`config.mk`:
```
export PLATFORM = sky130hd
export DESIGN_NAME = icache_axi_rd_bridge
export DESIGN_NICKNAME = d
export VERILOG_FILES = /design/src/rtl/icache_axi_rd_bridge.sv
export SDC_FILE = /design/constraint.sdc
export NUM_CORES = 1
export LEC_CHECK = 0
export ABC_AREA = 1
export BUFFER_PORTS_ARGS = -buffer_cell sky130_fd_sc_hd__buf_2
export CAP_MARGIN = 10
export CORE_UTILIZATION = 51
export DETAILED_ROUTE_END_ITERATION = 10
export PLACE_DENSITY = 0.87
export RECOVER_POWER = 50
export SYNTH_ARGS = -nofsm -noshare
export SYNTH_HDL_FRONTEND = slang
export SYNTH_SLANG_ARGS = --single-unit
```
`constraint.sdc`:
```
create_clock -name clk -period 12.3 [get_ports clk]
set_input_delay 1.23 -clock clk [delete_from_list [all_inputs] [get_ports clk]]
set_output_delay 1.23 -clock clk [all_outputs]
set_load 0.005 [all_outputs]
```
`src/rtl/icache_axi_rd_bridge.sv`:
```
// -----------------------------------------------------------------------------
// icache_axi_rd_bridge
//
// Serves instruction-cache refills on the AXI read channels. One request is
// taken at a time. It becomes a single AR burst: 8 beats for a line and 1 beat
// for an uncached word. The 32-bit R beats are collected into a 256-bit line
// buffer. The line goes back to the icache with a one-cycle ret_valid pulse.
//
// Optional build macro: ICACHE_BRIDGE_RCHK_EN
//   When defined, R beats whose rid differs from AXI_ID are drained without
//   being stored or counted. A ret_err output reports SLVERR/DECERR (rresp[1])
//   seen on any accepted beat of the burst. When undefined, rid and rresp are
//   ignored and ret_err does not exist.
//
// Ports
//   clk, reset        clock; asynchronous active-high reset
//   rd_req, rd_type   refill request; rd_type=1 line, 0 uncached word
//   rd_addr           request address
//   rd_rdy            request can be accepted this cycle
//   ret_valid         one-cycle pulse, ret_data valid
//   ret_data          assembled line, word0 in [31:0]
//   ar*               AXI read address channel (arid/araddr/arlen/arsize/arburst/arvalid/arready)
//   r*                AXI read data channel (rid/rdata/rresp/rlast/rvalid/rready)
//   ret_err           (RCHK build only) error flag qualified by ret_valid
// -----------------------------------------------------------------------------
module icache_axi_rd_bridge #(
  parameter logic [3:0] AXI_ID     = 4'd0,
  parameter int         LINE_WORDS = 8
) (
  input  logic                       clk,
  input  logic                       reset,
  input  logic                       rd_req,
  input  logic                       rd_type,
  input  logic [31:0]                rd_addr,
  output logic                       rd_rdy,
  output logic                       ret_valid,
  output logic [LINE_WORDS*32-1:0]   ret_data,
  output logic [3:0]                 arid,
  output logic [31:0]                araddr,
  output logic [7:0]                 arlen,
  output logic [2:0]                 arsize,
  output logic [1:0]                 arburst,
  output logic                       arvalid,
  input  logic                       arready,
  input  logic [3:0]                 rid,
  input  logic [31:0]                rdata,
  input  logic [1:0]                 rresp,
  input  logic                       rlast,
  input  logic                       rvalid,
  output logic                       rready
`ifdef ICACHE_BRIDGE_RCHK_EN
  ,
  output logic                       ret_err
`endif
);

  typedef enum logic [3:0] {
    S_IDLE = 4'b0001,
    S_AR   = 4'b0010,
    S_R    = 4'b0100,
    S_RET  = 4'b1000
  } state_t;

  state_t                          state;
  logic [LINE_WORDS-1:0][31:0]     line_buf;
  logic [2:0]                      cnt;
  logic                            beat_ok;
  logic                            unused_r;

  assign arid     = AXI_ID;
  assign arsize   = 3'b010;
  assign arburst  = 2'b01;

  // The line buffer is the return register itself. It keeps the last line
  // until the next accepted request clears it.
  assign ret_data = line_buf;

  // A beat is taken into the line only if it belongs to this bridge's ID.
  // Without the check, every handshaken beat counts.
`ifdef ICACHE_BRIDGE_RCHK_EN
  assign beat_ok = rvalid && rready && (rid == AXI_ID);
`else
  assign beat_ok = rvalid && rready;
`endif

  // R-channel fields that only the optional check looks at.
  assign unused_r = ^{rid, rresp};

  always_ff @(posedge clk or posedge reset) begin
    if (reset) begin
      state     <= S_IDLE;
      rd_rdy    <= 1'b1;
      ret_valid <= 1'b0;
      arvalid   <= 1'b0;
      rready    <= 1'b0;
      araddr    <= 32'd0;
      arlen     <= 8'd0;
      line_buf  <= '0;
      cnt       <= 3'd0;
`ifdef ICACHE_BRIDGE_RCHK_EN
      ret_err   <= 1'b0;
`endif
    end else begin
      case (state)
        S_IDLE: begin
          if (rd_req) begin
            araddr   <= rd_addr;
            arlen    <= rd_type ? 8'(LINE_WORDS - 1) : 8'd0;
            line_buf <= '0;
            cnt      <= 3'd0;
`ifdef ICACHE_BRIDGE_RCHK_EN
            ret_err  <= 1'b0;
`endif
            rd_rdy   <= 1'b0;
            arvalid  <= 1'b1;
            state    <= S_AR;
          end
        end

        // arvalid stays high with a stable address until the handshake.
        S_AR: begin
          if (arvalid && arready) begin
            arvalid <= 1'b0;
            rready  <= 1'b1;
            state   <= S_R;
          end
        end

        // The beat counter stops at the top word. Extra beats from a
        // misbehaving slave overwrite word 7 and do not wrap onto word 0.
        S_R: begin
          if (beat_ok) begin
            line_buf[cnt] <= rdata;
            if (cnt != 3'd7) begin
              cnt <= cnt + 3'd1;
            end
`ifdef ICACHE_BRIDGE_RCHK_EN
            ret_err <= ret_err | rresp[1];
`endif
            if (rlast) begin
              rready    <= 1'b0;
              ret_valid <= 1'b1;
              state     <= S_RET;
            end
          end
        end

        S_RET: begin
          ret_valid <= 1'b0;
          rd_rdy    <= 1'b1;
          state     <= S_IDLE;
        end

        default: begin
          ret_valid <= 1'b0;
          arvalid   <= 1'b0;
          rready    <= 1'b0;
          rd_rdy    <= 1'b1;
          state     <= S_IDLE;
        end
      endcase
    end
  end

endmodule

```
Yosys cells after proc, flatten, opt, wreduce, memory -nomap -nowiden:

Index checks and enable logic that the tools add are counted.

* equal/unequal tests: 10
* reduce and logical (&&, ||, !) cells: 16
* shifts and indexed selects: 0
* $mul: 0
* $lt $le $gt $ge: 2
* div/mod/pow operators: 0
* multiplexer cells: 28
* $add $sub $neg: 1
* bitwise operators: 4

Operators by type and width (count)
* $mux 256: 2
* $pmux 256 s2: 1
* $bwmux 256: 1
* $demux 32 s3: 1
* $mux 32: 1
* $mux 4: 4
* $mux 3: 4
* $pmux 4 s3: 1
* $reduce_and 4->1: 3
* $ne 2x2->1 const B: 5
* $reduce_and 3->1: 3
* $mux 1: 8
* $reduce_or 2->1: 4
* $pmux 1 s3: 2
* $pmux 3 s2: 1
* $eq 4x1->1 const B: 1
* $eq 4x2->1 const B: 1
* $eq 4x3->1 const B: 1
* $eq 4x4->1 const B: 1
* $lt 3x4->1 const B: 1
* $not 1->1: 4
* $pmux 1 s2: 2
* $reduce_and 2->1: 2
* $add 3x1->3 const B: 1
* 4 further kinds: 6

* latch bits: 0
* flip-flop bits (word level): 307
* memories kept: 0
* input bits: 77
* RAM bits: 0
* word-level logic and storage cells: 77
* bits in read-only memories: 0

Logic depth before layout (Yosys ltp):

* depth after elaboration: 7
* gate-level depth with buffers: 10
* depth with buffers taken out: 8

Least setup slack after synthesis:

OpenSTA, ideal clock, no wires.

* path kind: input to register
* from: in rvalid
* to: reg line_buf, in the netlist ret_data[100]
* slack: 10.193 ns
* stages: 9
* buffers on the path: 3
* data arrival time: 1.990 ns
* cells stage by stage: nand2_1 > inv_1 > nand2_1 > nand2_1 > buf_4 > buf_6 > buf_6 > nand3_1 > nand2_1

* longest elaborated chain between the ends: 3

RTL lines
* start, declared: RTL line 49 `input logic rvalid,`
* $logic_and 1x1->1: RTL line 83 `assign beat_ok = rvalid && rready;`
* $ne 2x2->1 (no source line)
* $reduce_and 3->1 (no source line)
* end signal, assigned by index: RTL line 133 `line_buf[cnt] <= rdata;`
* end, declared: RTL line 65 `logic [LINE_WORDS-1:0][31:0] line_buf;`

Every way passes these cells.
A chain may end at the register's enable or synchronous reset.

==> impl_summary.txt <==
----------------------------------------------------
[Global route]
  Maximum number of pins on one net before global-route repair ... ~140
  Initial antenna violation count ... 0
  Congestion Overflow GR ... 0
  Vias in the first global route ... roughly 11k
  Global-route wire length before repair ... 57.4 mm
  Combined global-route utilization of all metal layers ... 30.1%

[Clock network]
  Clock tree root driver cell ... sky130_fd_sc_hd__clkbuf_16
  CTS tree ... done
  Post-CTS setup buffers ... 0
  TritonCTS Sinks ... 300
  Register clock-pin slew on the reported worst setup and hold paths ... about 0.06 ns
  Clock latency of the later-clocked register in the worst-skew pair ... 0.57 ns
  Htree depth ... 1
  Number of buffers added to fix hold violations after cts ... 0
  Number of clock buffers inserted by TritonCTS ... 31
  Max Root-Sink Buffers ... 3
  Resize count post-CTS ... 0

[STA]
  Total negative slack ... 0 ns
  Unrepaired setup endpoints after global routing ... false
  Min setup slack post-route ... 6.82 ns
  Share of the cycle needed by the critical path after routing ... 44.6%
  Relative slew slack ... -304%
  Largest clock skew in the final design ... 0.0293 ns
  Number of failing hold endpoints at the final stage ... 0
  Shortest clock period the worst path allows after layout ... approximately 5.5 ns
  Upper clock frequency limit ... 182 MHz
  Worst Hold Slack ... about 0.47 ns
  Pins over their slew limit ... about 200
  Final setup violating endpoints ... 0
  Least-Margin Pin Slew ... 6.02 ns

[Setup path]
  Highest net fanout along the worst path ... 141
  CP Data Required Time ... between 10 and 15 ns
  Startpoint types ... input port
  Type of destination of the critical path ... async pin
  Critical Path AT ... approximately 6 ns
  Category of the critical setup timing path ... in2async

[Logic synthesis]
  Share of the synthesized area in the top cell type ... 59.7%
  Most area-consuming cells after synthesis ... sky130_fd_sc_hd__dfrtp_1, sky130_fd_sc_hd__nand2_1, sky130_fd_sc_hd__nand3_1
  Netlist cell types ... 18
  Count of synthesis-stage warnings from yosys ... 0
  Gate Count Post-Synth ... around 1.4k
  Flip-flop and latch count after synthesis ... 300
  Cell accounting for the most synthesized area ... sky130_fd_sc_hd__dfrtp_1
  Proportion of synthesized chip area in sequential cells ... ~60%
  Synthesized area per cell ... around 8.7 um^2
  Synthesized cell area ... about 12000 um^2

[Floorplan]
  Initial cell density of the core ... between 50 and 60%
  Die Ht ... 158 um
  Row cnt ... 56
  Horizontal die dimension ... ~160 um
  Number of ports placed on the die boundary ... ~390
  Area of the core ... 23800 um^2
  Die Outline Area ... about 25000 um^2

[Routing]
  Average vias per placed instance ... ~5.4
  Iteration-0 DRC Markers ... about 1.2k
  Vias ... between 10k and 15k
  Final wirelength ... 38.0 mm
  DRT Pass-1 Iters ... 6
  ANT nets after route ... 0
  DRC violation count after routing ... 0
  DR WL/cell ... 18.0 um

[Final layout]
  Proportion of layout cells with a drive suffix above 1 ... roughly an eighth
  Fill count ... 2075
  Highest-count cells in the layout ignoring fill and taps ... sky130_fd_sc_hd__nand2_1, sky130_fd_sc_hd__dfrtp_1, sky130_fd_sc_hd__nand3_1
  Synth-to-layout area growth ... 21.7%
  Most common cell after layout, fill and taps aside ... sky130_fd_sc_hd__nand2_1
  Antenna cell count ... 0
  Net count reported at finish ... approximately 1.8k
  Layout Utilization ... 64.0%

[Placed design]
  Number of I/O port buffers ... 365
  Sum of net half-perimeters after detailed placement ... around 25 mm
  Pre-CTS setup slack ... a little over 7 ns
  Final weighted congestion in routability-driven placement ... ~0.81

[Power and ir drop]
  Cell Pwr Density ... approximately 180 nW/um^2
  Leakage component of the power ... approximately 0.0086 uW
  Worst IR drop on VDD ... roughly 0.12 mV
  PnR Total Power ... ~2700 uW

[Outcome]
  Result of the run ... complete, but fails checks
  Violations in the final reports ... capacitance limit, slew limit

[Job]
  Maximum Capacitance Violations ... 3

[Min path]
  Path class of the lowest-slack min-delay path ... reg2reg

----------------------------------------------------
[metrics by stage]
| stage | std cells | instance area [um^2] |
|---|---|---|
| 2_1_floorplan | 1452 | 12500 |
| 3_3_place_gp | 2049 | 14300 |
| 3_5_place_dp | 2049 | 14300 |
| 4_1_cts | 2106 | 15400 |
| 5_1_grt | 2110 | 15200 |
| 6_report | 2110 | 15200 |
[synthesized netlist by cell type, drive strengths merged]
cell / number
buf: 77
clkbuf: 27
conb: 2
dfrtp: 298
dfstp: 2
ha: 2
inv: 54
nand2: 657
nand3: 276
nand4: 1
nor2: 41
o21ai: 3
[kinds of logic after synthesis]
family                   after synthesis  synth area share (%)
flip-flops                           300                  60.1
other                                  2                0.0601
adder cells (fa/ha/maj)                2                 0.200
buffers and inverters                158                  6.43
AND/OR/NAND/NOR                      975                  33.1
AO/OA/AOI/OAI                          3                 0.120
[metal layers]
metal	wire length, um	global-route usage (%)
met1	14600	38.1
met3	3490	6.42
met4	1720	14.7
met2	18300	49.1
met5	0	0
[worst paths after layout]
| path | cells past startpoint | from | slack, ns | endpoint |
|---|---|---|---|---|
| worst max-delay path | 3 | reset | 6.82 | ret_data[222]$_DFFE_PP0P_ |
| worst min-delay path | 2 | rd_rdy$_DFFE_PP1P_ | 0.47 | rd_rdy$_DFFE_PP1P_ |
| worst max register to register | 11 | state[1]$_DFFE_PP0P_ | 7.31 | ret_data[214]$_DFFE_PP0P_ |
| worst min register to register | 2 | rd_rdy$_DFFE_PP1P_ | 0.47 | rd_rdy$_DFFE_PP1P_ |
| max in group clk | 11 | state[1]$_DFFE_PP0P_ | 7.31 | ret_data[214]$_DFFE_PP0P_ |
| min in group asynchronous | 2 | reset | 2.58 | araddr[31]$_DFFE_PP0P_ |
[final cells by class]
type	count	area, um^2	area share [%]
clock buffer	35	811	5.34
clock inverter	22	285	1.88
inverter	54	204	1.34
multi-input combinational	994	4230	27.8
sequential	300	7510	49.4
tap	319	399	2.63
timing repair buffer	386	1760	11.6
[flip-flops by register name (all words and copies together) (netlist names)]
register,cells
rd_rdy,1
rready,1
araddr,32
ret_valid,1
ret_data,256
state,4
cnt,3
arvalid,1
arlen,1
[worst max-delay path, stage by stage]
cell and delay, ns:
sky130_fd_sc_hd__buf_2 0.10, sky130_fd_sc_hd__clkinvlp_2 3.34, sky130_fd_sc_hd__buf_4 1.18
[report_power, final]
group / internal (uW) / switching [uW] / leakage, uW / total, uW
Combinational: 142 / 455 / 0.00394 / 597
Sequential: 1060 / 45.5 / 0.00413 / 1110
Clock: 601 / 403 / 0.000521 / 1000
No activity file was read; power rests on OpenSTA's default activity.
